**config.mk**
```make
export PLATFORM = sky130hd
export DESIGN_NAME = ntt_stage_sequencer
export DESIGN_NICKNAME = d
export VERILOG_FILES = /design/src/rtl/ntt_stage_sequencer.sv
export SDC_FILE = /design/constraint.sdc
export NUM_CORES = 1
export LEC_CHECK = 0
export ABC_AREA = 1
export CORE_AREA = 8 8 113 136
export CTS_BUF_LIST = sky130_fd_sc_hd__clkbuf_16
export DETAILED_ROUTE_END_ITERATION = 6
export DIE_AREA = 0 0 121 144
export PLACE_DENSITY_LB_ADDON = 0.12
export SYNTH_ARGS = -nofsm -noshare
export SYNTH_HDL_FRONTEND = slang
export SYNTH_SLANG_ARGS = --single-unit
```
**constraint.sdc**
```tcl
create_clock -name clk -period 6.6 [get_ports clk]
set_clock_uncertainty 0.05 [all_clocks]
set_input_delay 1.98 -clock clk [delete_from_list [all_inputs] [get_ports clk]]
set_output_delay 1.98 -clock clk [all_outputs]
set_load 0.05 [all_outputs]
```
**src/rtl/ntt_stage_sequencer.sv**
```systemverilog
// ntt_stage_sequencer: address/issue sequencer for an in-place radix-2
// Cooley-Tukey forward NTT driven through one pipelined butterfly.
// Optional feature macro: NTT_SEQ_PERF_CNT_EN enables the busy-cycle
// counter on cycles_o; without it cycles_o is tied to zero.
module ntt_stage_sequencer #(
  parameter int unsigned LOG_N   = 8,
  parameter int unsigned MEM_LAT = 1,
  parameter int unsigned BF_LAT  = 4
) (
  input  logic                     clk,
  input  logic                     rst,
  input  logic                     start_i,
  input  logic                     pause_i,
  output logic                     busy_o,
  output logic                     done_o,
  output logic                     err_o,
  output logic [$clog2(LOG_N)-1:0] stage_o,
  output logic                     rd_en_o,
  output logic [LOG_N-1:0]         rd_addr_a_o,
  output logic [LOG_N-1:0]         rd_addr_b_o,
  output logic [LOG_N-1:0]         tw_addr_o,
  output logic                     bf_valid_o,
  input  logic                     bf_out_valid_i,
  output logic                     wr_en_o,
  output logic [LOG_N-1:0]         wr_addr_a_o,
  output logic [LOG_N-1:0]         wr_addr_b_o,
  output logic [31:0]              cycles_o
);

  localparam int unsigned SW     = $clog2(LOG_N);
  localparam int unsigned HALF_N = 1 << (LOG_N - 1);
  localparam int unsigned DL     = MEM_LAT + BF_LAT;
  localparam int unsigned IW     = $clog2(DL + 2);

  localparam logic [SW-1:0]    LAST_STAGE = SW'(LOG_N - 1);
  localparam logic [LOG_N-1:0] LAST_B     = LOG_N'(HALF_N - 1);
  localparam logic [DL-1:0]    DL_TOP     = DL'(1) << (DL - 1);

  typedef enum logic [1:0] {IDLE, ISSUE, DRAIN, FINISH} state_t;

  state_t           state_q;
  logic [LOG_N-1:0] b_q;
  logic [IW-1:0]    inflight_q;
  logic [DL-1:0]    dl_v_q;
  logic [LOG_N-1:0] dl_a_q [DL];
  logic [LOG_N-1:0] dl_b_q [DL];

  logic [SW-1:0]    iss_s_c;
  logic [LOG_N-1:0] iss_b_c;
  logic [LOG_N-1:0] half_c;
  logic [LOG_N-1:0] g_c;
  logic [LOG_N-1:0] o_c;
  logic [LOG_N-1:0] addr_a_c;
  logic [LOG_N-1:0] addr_b_c;
  logic [LOG_N-1:0] tw_c;
  logic             dl_last_c;
  logic             drain_exit_c;

  // Operand addresses for the butterfly about to be issued; the first
  // butterfly of a stage is issued straight out of IDLE or DRAIN.
  always_comb begin
    iss_s_c = stage_o;
    iss_b_c = b_q;
    if (state_q == IDLE) begin
      iss_s_c = '0;
      iss_b_c = '0;
    end else if (state_q == DRAIN) begin
      iss_s_c = stage_o + SW'(1);
      iss_b_c = '0;
    end
    half_c   = LOG_N'(HALF_N) >> iss_s_c;
    g_c      = iss_b_c >> (LAST_STAGE - iss_s_c);
    o_c      = iss_b_c & (half_c - LOG_N'(1));
    addr_a_c = ((g_c << 1) * half_c) + o_c;
    addr_b_c = addr_a_c + half_c;
    tw_c     = (LOG_N'(1) << iss_s_c) + g_c;
  end

  // Stage is finished when the only slot left in flight is writing back now.
  always_comb begin
    dl_last_c    = (dl_v_q == DL_TOP);
    drain_exit_c = (state_q == DRAIN) && !rd_en_o &&
                   ((wr_en_o && (inflight_q == IW'(1))) || dl_last_c);
  end

  assign bf_valid_o  = dl_v_q[MEM_LAT-1];
  assign wr_en_o     = bf_out_valid_i & dl_v_q[DL-1];
  assign wr_addr_a_o = dl_a_q[DL-1];
  assign wr_addr_b_o = dl_b_q[DL-1];

  // Address delay line aligning write-back addresses with butterfly outputs.
  always_ff @(posedge clk or posedge rst) begin
    if (rst) begin
      dl_v_q <= '0;
      for (int unsigned i = 0; i < DL; i++) begin
        dl_a_q[i] <= '0;
        dl_b_q[i] <= '0;
      end
    end else begin
      dl_v_q    <= {dl_v_q[DL-2:0], rd_en_o};
      dl_a_q[0] <= rd_addr_a_o;
      dl_b_q[0] <= rd_addr_b_o;
      for (int unsigned i = 1; i < DL; i++) begin
        dl_a_q[i] <= dl_a_q[i-1];
        dl_b_q[i] <= dl_b_q[i-1];
      end
    end
  end

  // Sequencer FSM with issue registers, in-flight tracking and sticky error.
  always_ff @(posedge clk or posedge rst) begin
    if (rst) begin
      state_q     <= IDLE;
      stage_o     <= '0;
      b_q         <= '0;
      inflight_q  <= '0;
      busy_o      <= 1'b0;
      done_o      <= 1'b0;
      err_o       <= 1'b0;
      rd_en_o     <= 1'b0;
      rd_addr_a_o <= '0;
      rd_addr_b_o <= '0;
      tw_addr_o   <= '0;
    end else begin
      rd_en_o <= 1'b0;
      done_o  <= 1'b0;

      if (rd_en_o && !wr_en_o && (inflight_q != '1)) begin
        inflight_q <= inflight_q + IW'(1);
      end else if (!rd_en_o && wr_en_o && (inflight_q != '0)) begin
        inflight_q <= inflight_q - IW'(1);
      end

      if (bf_out_valid_i != dl_v_q[DL-1]) begin
        err_o <= 1'b1;
      end

      case (state_q)
        IDLE: begin
          if (start_i) begin
            state_q     <= ISSUE;
            stage_o     <= '0;
            b_q         <= LOG_N'(1);
            busy_o      <= 1'b1;
            err_o       <= 1'b0;
            rd_en_o     <= 1'b1;
            rd_addr_a_o <= addr_a_c;
            rd_addr_b_o <= addr_b_c;
            tw_addr_o   <= tw_c;
          end
        end
        ISSUE: begin
          if (!pause_i) begin
            rd_en_o     <= 1'b1;
            rd_addr_a_o <= addr_a_c;
            rd_addr_b_o <= addr_b_c;
            tw_addr_o   <= tw_c;
            b_q         <= b_q + LOG_N'(1);
            if (b_q == LAST_B) begin
              state_q <= DRAIN;
            end
          end
        end
        DRAIN: begin
          if (drain_exit_c) begin
            inflight_q <= '0;
            if (stage_o == LAST_STAGE) begin
              state_q <= FINISH;
              busy_o  <= 1'b0;
              done_o  <= 1'b1;
            end else begin
              state_q     <= ISSUE;
              stage_o     <= stage_o + SW'(1);
              b_q         <= LOG_N'(1);
              rd_en_o     <= 1'b1;
              rd_addr_a_o <= addr_a_c;
              rd_addr_b_o <= addr_b_c;
              tw_addr_o   <= tw_c;
            end
          end
        end
        FINISH: begin
          state_q <= IDLE;
        end
        default: begin
          state_q <= IDLE;
        end
      endcase
    end
  end

`ifdef NTT_SEQ_PERF_CNT_EN
  // Busy-cycle counter, cleared on an accepted start, saturating.
  always_ff @(posedge clk or posedge rst) begin
    if (rst) begin
      cycles_o <= '0;
    end else if ((state_q == IDLE) && start_i) begin
      cycles_o <= '0;
    end else if (busy_o && (cycles_o != '1)) begin
      cycles_o <= cycles_o + 32'd1;
    end
  end
`else
  assign cycles_o = '0;
`endif

endmodule

```
==> flow_summary_export.csv <==
group,metric,value,unit
clock_network,cts_tree,"yes",
timing,rsz0062_at_grt,"false",
die,die_x,121,um
worst_setup_path,endpoint_kind,"flip-flop",
clock_network,cts_setup_buffers,0,
synth,ys_top_cells_by_count,"dfrtp_1 (129), nand2_1 (120), inv_1 (75), buf_4 (48), nor2_1 (44)",
clock_network,cts.sinks,129,
pwr,vdd_drop_max,257,uV
worst_setup_path,required,6840,ps
worst_setup_path,critPathMostFrequentCell,"nand2_1",
worst_setup_path,slowest_delay,550,ps
clock_network,cts_buffers,17,
timing,fin_crit_sh,94.1,%
route,wl,13.3,mm
flow_run,max-cap-violations,0,
timing,setup-tns-final,0,ps
finish,fill_cells,1186,
worst_setup_path,r2r_end,"rd_addr_b_o[7]",
run_status,status,"complete, no violations",
synth,yosys_warnings,0,
worst_hold_path,whs_path_depth,0,
finish,drive_above_1_share,11.8,%
die,row_count,47,
die,start_util,49.0,%
route,vias_per_cell,4.84,
timing,period_minus_slack,6210,ps
placed_design,port_buffers,53,
timing,finalHoldViolCount,0,
grt,grt_pass1_vias,4308,
die,core,0.0133,mm^2
placed_design,place_hpwl,10.4,mm
synth,synth_seq_cells,129,
route,vias,4329,
die,io_pins,86,
synth,synth_area_leaders,"dfrtp_1 (49%), ha_1 (8.0%), nand2_1 (6.9%)",
worst_setup_path,r2r_start,"stage_o[1]",
die,die_h,144,um
timing,max_freq,0.161,GHz
worst_hold_path,hp-class,"reg -> reg",
placed_design,gp_congestion,0.872,
worst_hold_path,worstHoldStart,"dl_b_q[39]",
route,wire_per_inst,14.9,um
grt,grt_busiest_layer,"met2",
grt,globalRouteMet2Util,27.9,%
clock_network,path_clk_slew,60,ps
worst_setup_path,ff2ff_setup_slack,390,ps
synth,yosys.area.top_type,"dfrtp_1",
worst_setup_path,cp.arrival,6450,ps
clock_network,cts.path.max_buffers,2,
synth,synth.top_cell.area_share,49.3,%
finish,num-nets-final,767,
route,remaining_drc_errors,0,
finish,antenna_cells,0,
synth,synth_cells,661,
grt,use_met1,19.2,%
die,die-area,0.0174,mm^2
grt,grt_pass1_wl,21.8,mm
clock_network,cts_max_level,4,
worst_setup_path,path_max_fanout,13,
synth,async_flop_share,100,%
route,final_antenna_net_count,0,
grt,antenna_found_initial,0,
worst_setup_path,worstSetupStartpointType,"flip-flop",
timing,setup_viol_count_final,0,
route,dr.pass1.iters,4,
clock_network,clock_latency,410,ps
grt,grt-ovfl-total,0,
timing,slew-limit-headroom,29.1,%
synth,yosysSeqAreaShare,49.3,%
worst_setup_path,crit_path_top_delay_cell,"fa_1",
synth,synth_edf_count,0,
timing,whs,293,ps
worst_setup_path,critPathTopFamily,"adder cells",
pwr,power_leakage,3.92,nW
finish,area_growth,16.2,%
synth,yosysMostFrequentCell,"dfrtp_1",
worst_setup_path,r2r_cells,34,
worst_hold_path,whs_endpoint,"dl_b_q[31]",
route,drtIter0Drc,277,
grt,met3_usage,3.13,%
pwr,powerDensity,385,mW/mm^2
timing,slew_violations,0,
grt,grt_max_degree,51,
synth,avgSynthCellArea,9.90,um^2
synth,synth_ff_type,"dfrtp_1",
grt,grt_usage,16.3,%
worst_setup_path,worstSetupPathType,"reg -> reg",
timing,tightest_slew,1060,ps
synth,yosys.cell_types.count,47,
worst_setup_path,path_buf_inv,6,
synth,synth_area,0.00655,mm^2
clock_network,cts_root_buf,"clkbuf_16",
[final cells by class]
cell class	count	area, um^2	share of cell area [%]
repair buffers	58	568	7.47
well taps	171	214	2.81
flip-flops and latches	129	3230	42.4
clock buffers	17	425	5.59
clock inverters	15	166	2.19
multi-input cells	421	2680	35.2
inverters	83	329	4.32
[cell usage in the layout (no fill, tap or decap), types with 2 or more instances in the layout]
cell	count
o21ai_1	4
nand2_4	4
xor2_1	14
dfrtp_1	128
buf_4	5
o21ai_0	33
conb_1	33
nand4_1	5
o211ai_1	3
nor4_1	2
inv_1	74
xnor2_1	8
inv_6	6
nand3_2	5
nand3_4	3
fa_1	10
a31oi_1	5
nand3_1	24
clkbuf_16	17
inv_8	5
ha_1	42
a21oi_1	20
nand2_2	11
and2_1	3
nand2_1	120
nor2_1	43
clkinvlp_4	3
nor2_4	6
inv_4	2
nor2_8	2
clkdlybuf4s50_1	53
nor3_1	6
inv_2	5
[power by group]
group	internal [mW]	leakage (nW)	switching (mW)	total [mW]
Combinational	0.256	1.94	0.641	0.897
Clock	0.537	0.282	0.374	0.912
Sequential	1.00	1.70	0.120	1.12
Total	1.80	3.92	1.14	2.93
[worst max-delay path by stage]
stage	slack (ps)	depth (start not counted)	from	endpoint
2_1_floorplan	610	34	stage_o[1]	rd_addr_b_o[7]
3_3_place_gp	460	34	state_q[0]	rd_addr_b_o[7]
3_5_place_dp	220	34	state_q[0]	rd_addr_b_o[7]
4_1_cts	180	34	state_q[0]	rd_addr_b_o[7]
5_1_grt	3	34	stage_o[1]	rd_addr_b_o[7]
6_report	390	34	stage_o[1]	rd_addr_b_o[7]
[logic make-up (layout without fill, tap and decap cells)]
kind of cell    count (synthesis)  after routing  synth area share, %
flops                         129            129                 49.3
fa+ha+maj                      52             52                 11.1
xor+xnor                       23             23                 3.19
buf+inv                       143            173                 11.8
compound gates                 74             74                 6.38
other cells                     1             33               0.0573
simple gates                  239            239                 18.2
[state kept, by name, summed over array words and instances, names as in the netlist, 2 cells and up]
signal	flops
wr_addr_b_o	8
dl_a_q	32
rd_addr_b_o	8
dl_b_q	32
tw_addr_o	8
state_q	2
b_q	8
stage_o	3
wr_addr_a_o	8
inflight_q	3
rd_addr_a_o	8
dl_v_q	5
[repair_timing]
action,in CTS,in global routing
setup endpoints to repair,0,3
resized for setup,0,6
hold buffers,0,0
[stage by stage]
step	worst slack [ps]	power (mW)	utilization (%)	instance area, um^2	cells
6_report	391	2.93	57.0	7610	894
5_1_grt	3.14	3.09	57.0	7610	894
4_1_cts	182	2.96	56.9	7590	894
3_5_place_dp	221	2.03	52.5	7000	862
3_3_place_gp	461	2.01	52.5	7000	862
2_1_floorplan	605	1.81	-	6670	693
[metal layers]
metal  routed length [um]  share of wire [%]
met1                 5650                 42
met2                 6740                 51
met3                  628                4.7
met4                  302                2.3
met5                    0                  0
Note: power is estimated with default switching activity, not from simulation.
